===== config.mk =====
export PLATFORM = sky130hd
export DESIGN_NAME = irig_b_seconds_to_time
export DESIGN_NICKNAME = d
export VERILOG_FILES = /design/src/rtl/irig_b_seconds_to_time_pkg.sv /design/src/rtl/irig_b_seconds_to_time_bcd_digit_inc.sv /design/src/rtl/irig_b_seconds_to_time.sv
export SDC_FILE = /design/constraint.sdc
export NUM_CORES = 1
export LEC_CHECK = 0
export CAP_MARGIN = 20
export CORE_MARGIN = 2
export CORE_UTILIZATION = 40
export CTS_BUF_LIST = sky130_fd_sc_hd__clkbuf_4
export CTS_CLUSTER_DIAMETER = 150
export CTS_CLUSTER_SIZE = 30
export DETAILED_ROUTE_END_ITERATION = 10
export MAX_ROUTING_LAYER = met4
export PLACE_DENSITY = 0.66
export REMOVE_ABC_BUFFERS = 1
export SLEW_MARGIN = 20
export SYNTH_ARGS = -nofsm -noshare
export SYNTH_HDL_FRONTEND = slang
export SYNTH_SLANG_ARGS = --single-unit

===== constraint.sdc =====
create_clock -name Clk -period 5 [get_ports Clk]
set_input_delay 0.5 -clock Clk [delete_from_list [all_inputs] [get_ports Clk]]
set_output_delay 0.5 -clock Clk [all_outputs]
set_load 0.005 [all_outputs]

===== src/rtl/irig_b_seconds_to_time_pkg.sv =====
// Shared IRIG-B time constants and the seconds-to-time converter state encoding.
// The BCD digit map indexes the flat digit register used by the converter.
package irig_b_seconds_to_time_pkg;

  localparam logic [31:0] SEC_PER_MIN       = 32'd60;
  localparam logic [31:0] SEC_PER_HOUR      = 32'd3600;
  localparam logic [31:0] SEC_PER_DAY       = 32'd86400;
  localparam logic [31:0] SEC_PER_YEAR      = 32'd31536000;
  localparam logic [31:0] SEC_PER_LEAP_YEAR = 32'd31622400;
  localparam logic [31:0] SEC_LIMIT_2100    = 32'd3155760000;

  typedef enum logic [2:0] {
    ST_IDLE, ST_YEAR, ST_DAY, ST_HOUR, ST_MIN, ST_SEC, ST_DONE
  } state_t;

  // Digit slots in the working BCD register, least significant digit of each field first
  localparam int NUM_DIGITS = 10;
  localparam int D_SEC_T = 0;
  localparam int D_MIN_U = 1;
  localparam int D_MIN_T = 2;
  localparam int D_HR_U  = 3;
  localparam int D_HR_T  = 4;
  localparam int D_DAY_U = 5;
  localparam int D_DAY_T = 6;
  localparam int D_DAY_H = 7;
  localparam int D_YR_U  = 8;
  localparam int D_YR_T  = 9;
  // Set where a digit takes its carry-in from the digit below it
  localparam logic [NUM_DIGITS-1:0] CHAIN_LINK = 10'b1011010100;

endpackage


===== src/rtl/irig_b_seconds_to_time_bcd_digit_inc.sv =====
// Single BCD digit increment with wrap 9->0 and carry-out.
module bcd_digit_inc (
  input  logic [3:0] digit,
  input  logic       inc,
  output logic [3:0] next,
  output logic       carry
);
  always_comb begin
    next  = digit;
    carry = 1'b0;
    if (inc) begin
      if (digit == 4'd9) begin
        next  = 4'd0;
        carry = 1'b1;
      end else begin
        next = digit + 4'd1;
      end
    end
  end
endmodule


===== src/rtl/irig_b_seconds_to_time.sv =====
// Seconds-since-2000 to IRIG-B BCD time fields by iterative subtraction.
// One subtraction per cycle; BCD counters track each successful step.
module irig_b_seconds_to_time
  import irig_b_seconds_to_time_pkg::*;
(
  input  logic        Clk,
  input  logic        Rst,
  input  logic [31:0] Seconds,
  input  logic        Seconds_vld,
  output logic [6:0]  TxSecond,
  output logic [6:0]  TxMinute,
  output logic [5:0]  TxHour,
  output logic [9:0]  TxDayOfYear,
  output logic [7:0]  TxYear,
  output logic        Tx_vld,
  output logic        Busy,
  output logic        Range_err
);

  state_t state, state_nxt;
  logic [31:0] rem;
  logic [31:0] sub_len;
  logic [1:0]  leap;
  logic        start, too_big, take;

  logic [NUM_DIGITS-1:0][3:0] dig, dig_nxt;
  logic [NUM_DIGITS-1:0]      step_req, step_in, carry;

  assign too_big = Seconds >= SEC_LIMIT_2100;
  assign start   = (state == ST_IDLE) && Seconds_vld && !too_big;
  assign take    = |step_req;
  assign Busy    = (state != ST_IDLE);

  always_ff @(posedge Clk or posedge Rst) begin
    if (Rst) state <= ST_IDLE;
    else     state <= state_nxt;
  end

  always_comb begin
    state_nxt = state;
    sub_len   = '0;
    step_req  = '0;
    unique case (state)
      ST_IDLE: if (start) state_nxt = ST_YEAR;
      ST_YEAR: begin
        sub_len = (leap == 2'd0) ? SEC_PER_LEAP_YEAR : SEC_PER_YEAR;
        if (rem >= sub_len) step_req[D_YR_U] = 1'b1;
        else                state_nxt = ST_DAY;
      end
      ST_DAY: begin
        sub_len = SEC_PER_DAY;
        if (rem >= sub_len) step_req[D_DAY_U] = 1'b1;
        else                state_nxt = ST_HOUR;
      end
      ST_HOUR: begin
        sub_len = SEC_PER_HOUR;
        if (rem >= sub_len) step_req[D_HR_U] = 1'b1;
        else                state_nxt = ST_MIN;
      end
      ST_MIN: begin
        sub_len = SEC_PER_MIN;
        if (rem >= sub_len) step_req[D_MIN_U] = 1'b1;
        else                state_nxt = ST_SEC;
      end
      ST_SEC: begin
        sub_len = 32'd10;
        if (rem >= sub_len) step_req[D_SEC_T] = 1'b1;
        else                state_nxt = ST_DONE;
      end
      ST_DONE: state_nxt = ST_IDLE;
      default: state_nxt = ST_IDLE;
    endcase
  end

  for (genvar i = 0; i < NUM_DIGITS; i++) begin : g_dig
    if (i == 0) begin : g_base
      assign step_in[i] = step_req[i];
    end else begin : g_link
      assign step_in[i] = step_req[i] | (CHAIN_LINK[i] & carry[i-1]);
    end
    bcd_digit_inc u_inc (
      .digit (dig[i]),
      .inc   (step_in[i]),
      .next  (dig_nxt[i]),
      .carry (carry[i])
    );
  end

  always_ff @(posedge Clk or posedge Rst) begin
    if (Rst) begin
      rem  <= '0;
      leap <= '0;
      dig  <= '0;
    end else if (start) begin
      rem          <= Seconds;
      leap         <= '0;
      dig          <= '0;
      dig[D_DAY_U] <= 4'd1;
    end else begin
      dig <= dig_nxt;
      if (take) rem <= rem - sub_len;
      if (step_req[D_YR_U]) leap <= leap + 2'd1;
    end
  end

  always_ff @(posedge Clk or posedge Rst) begin
    if (Rst) begin
      TxSecond    <= '0;
      TxMinute    <= '0;
      TxHour      <= '0;
      TxDayOfYear <= '0;
      TxYear      <= '0;
      Tx_vld      <= 1'b0;
      Range_err   <= 1'b0;
    end else begin
      Tx_vld    <= (state == ST_DONE);
      Range_err <= (state == ST_IDLE) && Seconds_vld && too_big;
      if (state == ST_DONE) begin
        TxSecond    <= {dig[D_SEC_T][2:0], rem[3:0]};
        TxMinute    <= {dig[D_MIN_T][2:0], dig[D_MIN_U]};
        TxHour      <= {dig[D_HR_T][1:0], dig[D_HR_U]};
        TxDayOfYear <= {dig[D_DAY_H][1:0], dig[D_DAY_T], dig[D_DAY_U]};
        TxYear      <= {dig[D_YR_T], dig[D_YR_U]};
      end
    end
  end

  // Top digit bits and field-top carries cannot be reached within the valid range
  logic unused_bits;
  assign unused_bits = ^{dig[D_SEC_T][3], dig[D_MIN_T][3], dig[D_HR_T][3:2], dig[D_DAY_H][3:2],
                         carry[D_SEC_T], carry[D_MIN_T], carry[D_HR_T], carry[D_DAY_H], carry[D_YR_T]};

endmodule


==> results_tabular.tex, run 1 <==
\begin{tabular}{lr}
\hline
Metric & Value \\
\hline
\multicolumn{2}{l}{\textbf{Run status}} \\
\quad Result of the run & finished, final reports clean \\
\multicolumn{2}{l}{\textbf{Clocking}} \\
\quad Number of buffers inserted for hold repair after clock tree synthesis & 0 \\
\quad Maximum level of the CTS H-tree & 4 \\
\quad Post-CTS resize count & 0 \\
\quad Clk root buf & sky130\_fd\_sc\_hd\_\_clkbuf\_4 \\
\quad CTS buffer count & 17 \\
\quad Postcts setup bufs & 0 \\
\quad Worst-skew pair later-pin latency & about 0.56 ns \\
\quad Clock Sink Count & 117 \\
\quad Clock tree from TritonCTS & yes \\
\quad Post-CTS clock slew at the launch and capture registers of the worst setup and hold paths & 0.13 ns \\
\quad Clock buffer depth & 2 \\
\multicolumn{2}{l}{\textbf{STA}} \\
\quad Timing-limited maximum frequency & 241 MHz \\
\quad RSZ-0062 raised after global routing & no \\
\quad Fin Setup TNS & 0 ns \\
\quad Clk\_skew & 0.0202 ns \\
\quad Worst slew pin tran & 0.883 ns \\
\quad Post-Route Hold Slack & about 0.32 ns \\
\quad Endpoints failing setup & 0 \\
\quad Post-layout worst setup margin & around 0.84 ns \\
\quad Number of pins exceeding their max-slew limit in the final report & 0 \\
\quad Final number of hold-violating endpoints & 0 \\
\quad Worst slew margin relative to its limit & 41.2\% \\
\quad Period Utilization, post-route & 83.1\% \\
\quad Tmin final & 4.16 ns \\
\multicolumn{2}{l}{\textbf{Logic synthesis}} \\
\quad Area share of the largest cell type after synthesis & 40.6\% \\
\quad Largest area contributor in the synthesized netlist & sky130\_fd\_sc\_hd\_\_dfrtp\_1 \\
\quad Most frequent cells after synthesis & 159 x sky130\_fd\_sc\_hd\_\_nand2\_1, 117 x sky130\_fd\_sc\_hd\_\_dfrtp\_1, 73 x sky130\_fd\_sc\_hd\_\_nor2\_1 \\
\quad Synth unique cells & 73 \\
\quad Share of synthesized flip-flops with an asynchronous set or reset & 100\% \\
\quad Warnings from Yosys & 0 \\
\quad Ranking of synthesized cells by area & sky130\_fd\_sc\_hd\_\_dfrtp\_1 41\%, sky130\_fd\_sc\_hd\_\_ha\_1 8.5\%, sky130\_fd\_sc\_hd\_\_nand2\_1 8.3\% \\
\quad Cell with the most instances after synthesis & sky130\_fd\_sc\_hd\_\_nand2\_1 \\
\quad Number of synthesized register bits & between 100 and 150 \\
\quad Area of the mapped netlist & between 0.007 and 0.008 mm\^{}2 \\
\quad Dominant synthesized flop cell & sky130\_fd\_sc\_hd\_\_dfrtp\_1 \\
\quad Number of flops mapped to enable cells by yosys & 0 \\
\quad Instance count of the mapped netlist & 832 \\
\quad Share of synthesized area occupied by flip-flops and latches & 40.6\% \\
\quad Post-Synthesis Mean Instance Area & 8.67 um\^{}2 \\
\multicolumn{2}{l}{\textbf{Critical path}} \\
\quad Data required, critical path & 5.42 ns \\
\quad Delay of the slowest cell on the worst path & 0.52 ns \\
\quad CP cell instances & nor2\_1 -> and2\_1 -> inv\_1 -> nor2\_1 -> nor2\_1 -> ha\_1 -> a21oi\_1 -> a21oi\_1 -> a211o\_1 -> o21a\_1 -> o311ai\_0 -> a31oi\_1 -> o311ai\_0 -> nand4\_1 \\
\quad Worst Setup End Kind & register \\
\quad Critical path class & register to register \\
\quad CP Max Fanout & 8 \\
\quad Signal arrival time at the worst endpoint & 4.58 ns \\
\quad Number of buffer and inverter instances along the worst setup path & 1 \\
\quad Type of origin of the critical path & register \\
\quad Largest delay contributor family on the critical path & compound AO/OA/AOI/OAI gates \\
\quad Slowest cell on the critical path & sky130\_fd\_sc\_hd\_\_o311ai\_0 \\
\quad Cell type with the highest occurrence count on the critical path & sky130\_fd\_sc\_hd\_\_nor2\_1 \\
\multicolumn{2}{l}{\textbf{Die}} \\
\quad Number of rows created at floorplan & between 40 and 50 \\
\quad Ports & 76 \\
\quad Horizontal die dimension & approximately 140 um \\
\quad Core ar. & 0.0178 mm\^{}2 \\
\quad Die height & roughly 140 um \\
\quad Starting Density & 40.4\% \\
\quad Die area & 0.0191 mm\^{}2 \\
\multicolumn{2}{l}{\textbf{Placement}} \\
\quad Number of port buffers & 75 \\
\quad Placed insts & 1116 \\
\quad Estimated wirelength of the detail-placed design & 13400 um \\
\quad Pre-CTS worst setup slack & 0.887 ns \\
\quad Placer Congestion & around 0.93 \\
\quad Area after detailed placement & a little over 0.008 mm\^{}2 \\
\multicolumn{2}{l}{\textbf{Final layout}} \\
\quad Final cell count without fillers & roughly 1100 \\
\quad Layout cell share with drive strength beyond 1 & 7.63\% \\
\quad Fill cell instance count of the final layout & 1764 \\
\quad Nets & 991 \\
\quad Post-route standard cell area excluding fillers & 0.00845 mm\^{}2 \\
\quad Area used by multi-input combinational logic & 0.00401 mm\^{}2 \\
\quad Sequential cell area & 0.00293 mm\^{}2 \\
\quad Relative area change from synthesis to final layout & 17.1\% \\
\quad Final core utilization & approximately 47\% \\
\multicolumn{2}{l}{\textbf{GRT}} \\
\quad First-pass GRT wire length & 30800 um \\
\quad Vias in the first global route & 6112 \\
\quad Antenna violations before repair & 1 \\
\quad Maximum number of pins on one net before global-route repair & 65 \\
\quad Overall track demand over capacity in global routing & 20.4\% \\
\quad Overflow left after global routing & 0 \\
\multicolumn{2}{l}{\textbf{Power}} \\
\quad Power Density & between 700 and 800 mW/mm\^{}2 \\
\quad VDD IR max & 0.333 mV \\
\quad Total power consumption of the routed design & 6.31 mW \\
\quad Leakage dissipation & 3.74 nW \\
\multicolumn{2}{l}{\textbf{Route}} \\
\quad Total vias in the final route & approximately 6300 \\
\quad Mean number of vias per cell & around 5.5 \\
\quad Average routed wire per standard cell & between 15 and 20 um \\
\quad Final routed wirelength across all metal layers & roughly 18000 um \\
\quad First-pass DRT Iterations & 7 \\
\quad Starting DRC count in detailed routing & 354 \\
\quad Post-route DRC violation count & 0 \\
\quad Number of nets with antenna violations after routing & 0 \\
\multicolumn{2}{l}{\textbf{Hold path}} \\
\quad Path class of the lowest-slack min-delay path & input port to async pin \\
\multicolumn{2}{l}{\textbf{Job}} \\
\quad Count of max-cap constraint violations & 0 \\
\hline
\end{tabular}
-- where the power goes --
part / internal [mW] / switching, mW / total, mW / leakage (nW)
clock network: 0.305 / 0.397 / 0.702 / 0.143
logic: 1.68 / 2.13 / 3.81 / 2.10
registers: 1.36 / 0.432 / 1.79 / 1.51
total: 3.35 / 2.95 / 6.31 / 3.74
-- cells in the final DEF (no fill, tap or decap), drive strengths merged, types with 19 or more instances in the layout --
cell type	instances
a21oi	59
clkbuf	19
clkdlybuf4s50	75
dfrtp	117
ha	49
inv	39
nand2	159
nor2	75
nor3	31
o21ai	54
-- area by class of cell --
class / instances / share of cell area (%)
multi-input combinational: 651 / 47.5
sequential: 117 / 34.7
timing repair buffer: 82 / 9.51
tap: 229 / 3.39
clock buffer: 19 / 1.69
inverter: 37 / 1.67
clock inverter: 12 / 1.55
antenna: 1 / 0.0296
-- flip-flops by register name, summed over array words and instances (netlist names), 2 cells and up --
register and flops:
TxSecond 7, TxDayOfYear 10, leap 2, rem 32, state 3, dig 40
TxMinute 7, TxYear 8, TxHour 6
-- metal layers --
layer  track usage [%]  share of wire, %  up-vias
met4              6.18               2.0        0
met5                 -                 0        -
met2              32.2                47      170
li1                  -                 -     3110
met3              4.05               4.7       28
met1              26.8                46     3040
-- cells by family after synthesis --
| logic type | share of synthesized area, % |
|---|---|
| compound gates | 18.9 |
| xor+xnor | 2.19 |
| fa+ha+maj | 8.78 |
| buf+inv | 3.80 |
| flops | 40.6 |
| mux | 1.73 |
| simple gates | 24.0 |
-- worst paths after layout --
path                                            start                         end  slack, ns  cells past startpoint
worst max-delay path             state[1]$_DFFE_PP0P_         rem[27]$_DFFE_PP0P_       0.84                     14
worst min-delay path                              Rst  TxDayOfYear[8]$_DFFE_PP0P_       0.32                      2
worst max register to register   state[1]$_DFFE_PP0P_         rem[27]$_DFFE_PP0P_       0.84                     14
worst min register to register  TxYear[3]$_DFFE_PP0P_       TxYear[3]$_DFFE_PP0P_       0.48                      2
max in group asynchronous                         Rst         rem[26]$_DFFE_PP0P_       3.73                      3
min in group Clk                           Seconds[0]          rem[0]$_DFFE_PP0P_       0.47                      3
Note: power is estimated with default switching activity, not from simulation.
==> run 2, diff against run 1 <==
--- a/config.mk
+++ b/config.mk
@@ -13,7 +13,7 @@
 export CTS_CLUSTER_SIZE = 30
 export DETAILED_ROUTE_END_ITERATION = 10
 export MAX_ROUTING_LAYER = met4
-export PLACE_DENSITY = 0.66
+export PLACE_DENSITY = 0.68
 export REMOVE_ABC_BUFFERS = 1
 export SLEW_MARGIN = 20
 export SYNTH_ARGS = -nofsm -noshare
==> constraint.sdc (replaced) <==
create_clock -name Clk -period 3.4 [get_ports Clk]
set_input_delay 0.34 -clock Clk [delete_from_list [all_inputs] [get_ports Clk]]
set_output_delay 0.34 -clock Clk [all_outputs]
set_load 0.005 [all_outputs]
==> results_tabular.tex, run 2 (same netlist as run 1, synthesis figures left out) <==
\begin{tabular}{lr}
\hline
Metric & Value \\
\hline
\multicolumn{2}{l}{\textbf{Run status}} \\
\quad Result of the run & finished, final reports clean \\
\multicolumn{2}{l}{\textbf{Final layout}} \\
\quad Fill cell instance count of the final layout & 1677 \\
\quad Nets & between 1000 and 1500 \\
\quad Regs by FF count & dig x40, rem x32, TxDayOfYear x10 \\
\quad Relative area change from synthesis to final layout & 24.9\% \\
\quad Leading cell type in the layout, fill and taps excluded & sky130\_fd\_sc\_hd\_\_nand2\_1 \\
\quad Flip-flop count of the largest register, all copies and words added & 40 \\
\quad Layout cell share with drive strength beyond 1 & 14.5\% \\
\quad Largest reg by FF count & dig \\
\quad Commonest cells after routing, fill and taps aside & 158 x sky130\_fd\_sc\_hd\_\_nand2\_1, 117 x sky130\_fd\_sc\_hd\_\_dfrtp\_1, 75 x sky130\_fd\_sc\_hd\_\_clkdlybuf4s50\_1, 73 x sky130\_fd\_sc\_hd\_\_nor2\_1, 55 x sky130\_fd\_sc\_hd\_\_buf\_4 \\
\quad Post-route standard cell area excluding fillers & 0.00901 mm\^{}2 \\
\quad Final cell count without fillers & 1200 \\
\multicolumn{2}{l}{\textbf{Clocking}} \\
\quad Clk root buf & sky130\_fd\_sc\_hd\_\_clkbuf\_4 \\
\quad Clock Sink Count & between 100 and 150 \\
\quad Clock buffer depth & 2 \\
\quad CTS buffer count & 17 \\
\quad Worst-skew pair later-pin latency & roughly 0.55 ns \\
\quad Maximum level of the CTS H-tree & 4 \\
\quad Post-CTS clock slew at the launch and capture registers of the worst setup and hold paths & 0.13 ns \\
\quad Clock tree from TritonCTS & yes \\
\multicolumn{2}{l}{\textbf{Critical path}} \\
\quad Signal arrival time at the worst endpoint & 3.68 ns \\
\quad Critical path endpoint & rem[26]\$\_DFFE\_PP0P\_ \\
\quad Type of origin of the critical path & register \\
\quad Endpoint of the worst register-to-register path & rem[26]\$\_DFFE\_PP0P\_ \\
\quad Setup slack of the most critical reg-to-reg path & 0.15 ns \\
\quad Critical path class & register to register \\
\quad Worst Setup End Kind & register \\
\quad Data required, critical path & 3.82 ns \\
\quad Worst reg2reg startpoint & state[1]\$\_DFFE\_PP0P\_ \\
\quad Origin of the worst setup path & state[1]\$\_DFFE\_PP0P\_ \\
\quad Path depth of the worst reg2reg path & 16 \\
\quad CP Max Fanout & 4 \\
\multicolumn{2}{l}{\textbf{STA}} \\
\quad Endpoints failing setup & 0 \\
\quad Number of pins exceeding their max-slew limit in the final report & 0 \\
\quad Timing-limited maximum frequency & 308 MHz \\
\quad Clk\_skew & 0.0254 ns \\
\quad Worst slew margin relative to its limit & 47.7\% \\
\quad Post-layout worst setup margin & 0.148 ns \\
\quad Final number of hold-violating endpoints & 0 \\
\quad Period Utilization, post-route & 95.6\% \\
\quad Tmin final & around 3.3 ns \\
\quad Fin Setup TNS & 0 ns \\
\quad RSZ-0062 raised after global routing & yes \\
\quad Worst slew pin tran & 0.784 ns \\
\multicolumn{2}{l}{\textbf{Route}} \\
\quad Average routed wire per standard cell & 15.6 um \\
\quad Mean number of vias per cell & about 5.4 \\
\quad Final routed wirelength across all metal layers & between 15000 and 20000 um \\
\quad Number of nets with antenna violations after routing & 0 \\
\quad Total vias in the final route & 6466 \\
\quad Post-route DRC violation count & 0 \\
\quad Starting DRC count in detailed routing & 338 \\
\quad First-pass DRT Iterations & 5 \\
\multicolumn{2}{l}{\textbf{Placement}} \\
\quad Placed insts & 1165 \\
\quad Pre-CTS worst setup slack & -0.0365 ns \\
\quad Number of port buffers & 75 \\
\quad Area after detailed placement & 0.00858 mm\^{}2 \\
\quad Placer Congestion & 0.932 \\
\quad Estimated wirelength of the detail-placed design & 13500 um \\
\multicolumn{2}{l}{\textbf{Die}} \\
\quad Die area & 0.0191 mm\^{}2 \\
\quad Ports & 76 \\
\quad Die height & approximately 140 um \\
\quad Number of rows created at floorplan & 49 \\
\quad Starting Density & 40.4\% \\
\quad Core ar. & 0.0178 mm\^{}2 \\
\quad Horizontal die dimension & 138 um \\
\multicolumn{2}{l}{\textbf{GRT}} \\
\quad Peak-usage layer in the global routing report & met2 \\
\quad Overall track demand over capacity in global routing & 20.4\% \\
\quad Met3 track utilization from global routing & around 4.7\% \\
\quad First-pass GRT wire length & 31000 um \\
\quad GR met2 Demand/Resource & around a third \\
\quad Overflow left after global routing & 0 \\
\quad Vias in the first global route & 6148 \\
\quad Global-route track usage on met1 & 26.7\% \\
\quad Antenna violations before repair & 1 \\
\quad Maximum number of pins on one net before global-route repair & 65 \\
\multicolumn{2}{l}{\textbf{Hold path}} \\
\quad Path class of the lowest-slack min-delay path & input port to async pin \\
\multicolumn{2}{l}{\textbf{Power}} \\
\quad Power Density & 1150 mW/mm\^{}2 \\
\quad Total power consumption of the routed design & 10.3 mW \\
\quad VDD IR max & 0.547 mV \\
\quad Leakage dissipation & 4.03 nW \\
\multicolumn{2}{l}{\textbf{Job}} \\
\quad Count of max-cap constraint violations & 0 \\
\hline
\end{tabular}
==> run 2: changes by cell type in the layout (fill, tap and decap cells not counted), sizes merged <==
cell,previous run,this run
bufinv,2,3
clkbuf,19,20
clkinvlp,3,2
buf,7,58
==> run 2: through the flow <==
step	hold WS, ns	util, %
floorplan	0.445	-
global placement	0.458	48.1
detailed placement	0.461	48.1
CTS	0.289	49.9
global route	0.301	50.5
finish	0.278	50.5
==> run 2: how the worst min path moves through the flow <==
| stage | from | end | slack (ns) | depth (start not counted) |
|---|---|---|---|---|
| floorplan | Seconds[0] | rem[0]$_DFFE_PP0P_ | 0.45 | 2 |
| global placement | TxYear[0]$_DFFE_PP0P_ | TxYear[0]$_DFFE_PP0P_ | 0.46 | 2 |
| detailed placement | TxYear[4]$_DFFE_PP0P_ | TxYear[4]$_DFFE_PP0P_ | 0.46 | 2 |
| CTS | Rst | TxDayOfYear[5]$_DFFE_PP0P_ | 0.29 | 2 |
| global route | Seconds[0] | rem[0]$_DFFE_PP0P_ | 0.30 | 3 |
| finish | Rst | TxDayOfYear[9]$_DFFE_PP0P_ | 0.28 | 2 |
==> run 2: where the power goes <==
part / switching [mW] / total [mW] / leakage [nW] / internal, mW
logic: 3.41 / 6.59 / 2.36 / 3.18
clock network: 0.577 / 1.11 / 0.161 / 0.536
registers: 0.626 / 2.63 / 1.51 / 2.00
==> run 2: layer usage <==
layer  share of wire, %  wire length, um  vias up
met5                  0                0        -
met4                1.4              267        0
met3                5.2              976       24
met2                 47             8730      155
met1                 47             8690     3081
li1                   -                -     3206
==> run 2: worst max-delay path, cell delays in order, from the launching register on <==
cell and delay (ns):
sky130_fd_sc_hd__dfrtp_1 0.45, sky130_fd_sc_hd__nor2_1 0.15, sky130_fd_sc_hd__and2_1 0.16, sky130_fd_sc_hd__inv_1 0.06, sky130_fd_sc_hd__nor2_1 0.13, sky130_fd_sc_hd__buf_4 0.13
sky130_fd_sc_hd__nor2_1 0.05, sky130_fd_sc_hd__buf_4 0.15, sky130_fd_sc_hd__ha_1 0.28, sky130_fd_sc_hd__and3_1 0.22, sky130_fd_sc_hd__nand2_1 0.09, sky130_fd_sc_hd__a31o_2 0.27
sky130_fd_sc_hd__a31oi_4 0.23, sky130_fd_sc_hd__o221ai_2 0.17, sky130_fd_sc_hd__o21ai_0 0.25, sky130_fd_sc_hd__nor3_1 0.07, sky130_fd_sc_hd__a221o_1 0.26
==> run 2: cell type report <==
cell class | count | area (um^2) | area share (%)
Multi-Input combinational cell | 651 | 4130 | 45.8
Sequential cell | 117 | 2930 | 32.5
Timing Repair Buffer | 133 | 1220 | 13.6
Tap cell | 229 | 287 | 3.18
Clock inverter | 12 | 154 | 1.71
Clock buffer | 20 | 150 | 1.67
Inverter | 37 | 141 | 1.57
Antenna cell | 1 | 2.50 | 0.0278
==> run 2: timing repair <==
| item | in CTS | in global routing |
|---|---|---|
| endpoints found under the setup margin | 8 | 29 |
| pin swaps | 0 | 3 |
| setup buffers | 0 | 2 |
| resized for setup | 4 | 27 |
| hold buffers | 0 | 0 |
| gates cloned | 0 | 0 |
==> run 3, diff against run 2 <==
--- a/config.mk
+++ b/config.mk
@@ -5,7 +5,7 @@
 export SDC_FILE = /design/constraint.sdc
 export NUM_CORES = 1
 export LEC_CHECK = 0
-export CAP_MARGIN = 20
+export CAP_MARGIN = 40
 export CORE_MARGIN = 2
 export CORE_UTILIZATION = 40
 export CTS_BUF_LIST = sky130_fd_sc_hd__clkbuf_4
==> results_tabular.tex, run 3 (same netlist as run 1, synthesis figures left out) <==
\begin{tabular}{lr}
\hline
Metric & Value \\
\hline
\multicolumn{2}{l}{\textbf{Run status}} \\
\quad Result of the run & finished, final reports clean \\
\multicolumn{2}{l}{\textbf{Clocking}} \\
\quad CTS buffer count & 17 \\
\quad Clock buffer depth & 2 \\
\quad Clock tree from TritonCTS & yes \\
\quad Post-CTS clock slew at the launch and capture registers of the worst setup and hold paths & 0.12 ns \\
\quad Clk root buf & sky130\_fd\_sc\_hd\_\_clkbuf\_4 \\
\quad Clock Sink Count & 117 \\
\quad Maximum level of the CTS H-tree & 4 \\
\quad Worst-skew pair later-pin latency & 0.55 ns \\
\multicolumn{2}{l}{\textbf{STA}} \\
\quad Post-Route Hold Slack & 0.326 ns \\
\quad Fin Setup TNS & 0 ns \\
\quad Tmin final & 3.25 ns \\
\quad Endpoints failing setup & 0 \\
\quad Worst slew margin relative to its limit & 63.7\% \\
\quad RSZ-0062 raised after global routing & yes \\
\quad Clk\_skew & 0.0266 ns \\
\quad Timing-limited maximum frequency & 308 MHz \\
\quad Worst slew pin tran & approximately 0.54 ns \\
\quad Number of pins exceeding their max-slew limit in the final report & 0 \\
\quad Period Utilization, post-route & 95.4\% \\
\quad Final number of hold-violating endpoints & 0 \\
\multicolumn{2}{l}{\textbf{Route}} \\
\quad Total length of routed met2 wires & 8730 um \\
\quad Post-route DRC violation count & 0 \\
\quad Total vias in the final route & roughly 6500 \\
\quad First-pass DRT Iterations & 5 \\
\quad Mean number of vias per cell & 5.40 \\
\quad Average routed wire per standard cell & approximately 16 um \\
\quad Met1 wire length & 8640 um \\
\quad Final routed wirelength across all metal layers & about 19000 um \\
\quad Starting DRC count in detailed routing & 367 \\
\quad Top layer reached by signal wires & met4 \\
\quad Number of nets with antenna violations after routing & 0 \\
\quad Detailed route wirelength on metal3 & 976 um \\
\multicolumn{2}{l}{\textbf{Hold path}} \\
\quad Cell count of the worst hold path & 3 \\
\quad Origin of the worst min-delay path & Seconds[0] \\
\quad Sink of the worst hold path & rem[0]\$\_DFFE\_PP0P\_ \\
\quad Path class of the lowest-slack min-delay path & input port to register \\
\multicolumn{2}{l}{\textbf{Die}} \\
\quad Ports & between 70 and 80 \\
\quad Die height & 138 um \\
\quad Horizontal die dimension & 138 um \\
\quad Starting Density & 40.4\% \\
\quad Core ar. & $\sim$0.018 mm\^{}2 \\
\quad Die area & around 0.019 mm\^{}2 \\
\quad Number of rows created at floorplan & 49 \\
\multicolumn{2}{l}{\textbf{Final layout}} \\
\quad Largest reg by FF count & dig \\
\quad Relative area change from synthesis to final layout & 25.5\% \\
\quad Leading cell type in the layout, fill and taps excluded & sky130\_fd\_sc\_hd\_\_nand2\_1 \\
\quad Commonest cells after routing, fill and taps aside & 158 x sky130\_fd\_sc\_hd\_\_nand2\_1, 117 x sky130\_fd\_sc\_hd\_\_dfrtp\_1, 75 x sky130\_fd\_sc\_hd\_\_clkdlybuf4s50\_1, 73 x sky130\_fd\_sc\_hd\_\_nor2\_1, 55 x sky130\_fd\_sc\_hd\_\_buf\_4 \\
\quad Fill cell instance count of the final layout & 1672 \\
\quad Regs by FF count & dig x40, rem x32, TxDayOfYear x10 \\
\quad Nets & roughly 1000 \\
\quad Layout cell share with drive strength beyond 1 & 14.6\% \\
\quad Sequential cell area & 0.00293 mm\^{}2 \\
\quad Area used by multi-input combinational logic & 0.00413 mm\^{}2 \\
\quad Flip-flop count of the largest register, all copies and words added & 40 \\
\multicolumn{2}{l}{\textbf{Power}} \\
\quad Power share of the combinational group & 63.8\% \\
\quad Net switching fraction of the power & 44.6\% \\
\quad Switching power & roughly 4.6 mW \\
\quad VDD IR max & 0.545 mV \\
\quad Internal & 5.73 mW \\
\quad Register share of total power & around 26\% \\
\quad Proportion of power drawn by the clock network & 10.8\% \\
\quad Power Density & 1140 mW/mm\^{}2 \\
\quad Total power consumption of the routed design & $\sim$10 mW \\
\quad Leakage dissipation & 4.05 nW \\
\multicolumn{2}{l}{\textbf{Critical path}} \\
\quad Type of origin of the critical path & register \\
\quad Delay of the slowest cell on the worst path & 0.45 ns \\
\quad Signal arrival time at the worst endpoint & 3.71 ns \\
\quad Slowest cell on the critical path & sky130\_fd\_sc\_hd\_\_dfrtp\_1 \\
\quad Path depth of the worst reg2reg path & 16 \\
\quad CP Max Fanout & 4 \\
\quad Setup slack of the most critical reg-to-reg path & 0.15 ns \\
\quad Worst Setup End Kind & register \\
\quad CP cell instances & nor2b\_4 -> nand2\_2 -> inv\_1 -> ha\_2 -> inv\_1 -> fa\_2 -> a211oi\_2 -> o21bai\_1 -> a211o\_1 -> buf\_4 -> a221oi\_4 -> buf\_4 -> o21a\_1 -> o21ai\_1 -> o31ai\_1 -> o21bai\_2 \\
\quad Critical path class & register to register \\
\quad Data required, critical path & 3.87 ns \\
\quad Endpoint of the worst register-to-register path & rem[31]\$\_DFFE\_PP0P\_ \\
\quad Worst reg2reg startpoint & state[1]\$\_DFFE\_PP0P\_ \\
\multicolumn{2}{l}{\textbf{GRT}} \\
\quad Overall track demand over capacity in global routing & slightly above 20\% \\
\quad Vias in the first global route & a little over 6000 \\
\quad Antenna violations before repair & 1 \\
\quad Overflow left after global routing & 0 \\
\quad First-pass GRT wire length & 31000 um \\
\quad Maximum number of pins on one net before global-route repair & 65 \\
\multicolumn{2}{l}{\textbf{Placement}} \\
\quad Estimated wirelength of the detail-placed design & 13500 um \\
\quad Placer Congestion & 0.932 \\
\quad Number of port buffers & 75 \\
\multicolumn{2}{l}{\textbf{Job}} \\
\quad Count of max-cap constraint violations & 0 \\
\hline
\end{tabular}
[run 3: cell count changes in the layout (fill, tap and decap cells not counted)]
cell	delta
sky130_fd_sc_hd__buf_16	+1
sky130_fd_sc_hd__dlygate4sd3_1	+1
[run 3: worst max path at each step]
stage / startpoint / endpoint / slack (ns) / cells past startpoint
after floorplan: Rst / Range_err$_DFF_PP0_ / -0.04 / 1
after global placement: state[1]$_DFFE_PP0P_ / rem[19]$_DFFE_PP0P_ / 0.04 / 15
after detailed placement: state[1]$_DFFE_PP0P_ / rem[27]$_DFFE_PP0P_ / -0.04 / 15
after CTS: state[1]$_DFFE_PP0P_ / rem[27]$_DFFE_PP0P_ / 0.02 / 15
after global routing: state[2]$_DFFE_PP0P_ / rem[29]$_DFFE_PP0P_ / -0.03 / 16
final: state[1]$_DFFE_PP0P_ / rem[31]$_DFFE_PP0P_ / 0.15 / 16
[run 3: stage by stage]
step / instance area (um^2) / utilization (%) / std cells / setup WS, ns
2_1_floorplan: 7080 / - / 805 / -0.0408
3_3_place_gp: 8580 / 48.1 / 1165 / 0.0393
3_5_place_dp: 8580 / 48.1 / 1165 / -0.0365
4_1_cts: 8890 / 49.9 / 1197 / 0.0199
5_1_grt: 9050 / 50.7 / 1202 / -0.0291
6_report: 9050 / 50.7 / 1202 / 0.155
[run 3: routing by layer]
layer	vias to the layer above	track usage, %
met2	166	31.7
met3	31	4.75
met5	-	-
met4	0	5.85
li1	3211	-
met1	3088	26.7
[run 3: layout make-up]
| type | instances | area share, % |
|---|---|---|
| tap | 229 | 3.17 |
| sequential | 117 | 32.3 |
| antenna | 1 | 0.0276 |
| multi-input combinational | 651 | 45.6 |
| clock inverter | 12 | 1.70 |
| clock buffer | 20 | 1.66 |
| timing repair buffer | 135 | 13.9 |
| inverter | 37 | 1.56 |
[run 3: critical path, delay by kind of cell, from the launching register on]
family	cells	cell delay [ns]
AOI/OAI and AO/OA	8	1.56
adders and majority gates	2	0.52
buffers and inverters	4	0.43
and+or+nand+nor	2	0.21
DFF	1	0.45
[run 3: power groups by stage]
stage	Combinational (mW)	Clock, mW	Sequential (mW)
global route	7.32	1.20	2.71
CTS	6.30	1.14	2.61
finish	6.59	1.11	2.63
detailed placement	6.22	0	2.63
global placement	6.19	0	2.62
floorplan	4.00	0	2.49
[run 3: what timing repair did]
item,CTS,global route
hold buffers,0,1
setup endpoints to repair,8,29
buffers inserted,0,2
resized for setup,4,27
hold endpoints to repair,0,3
pin swaps,0,3
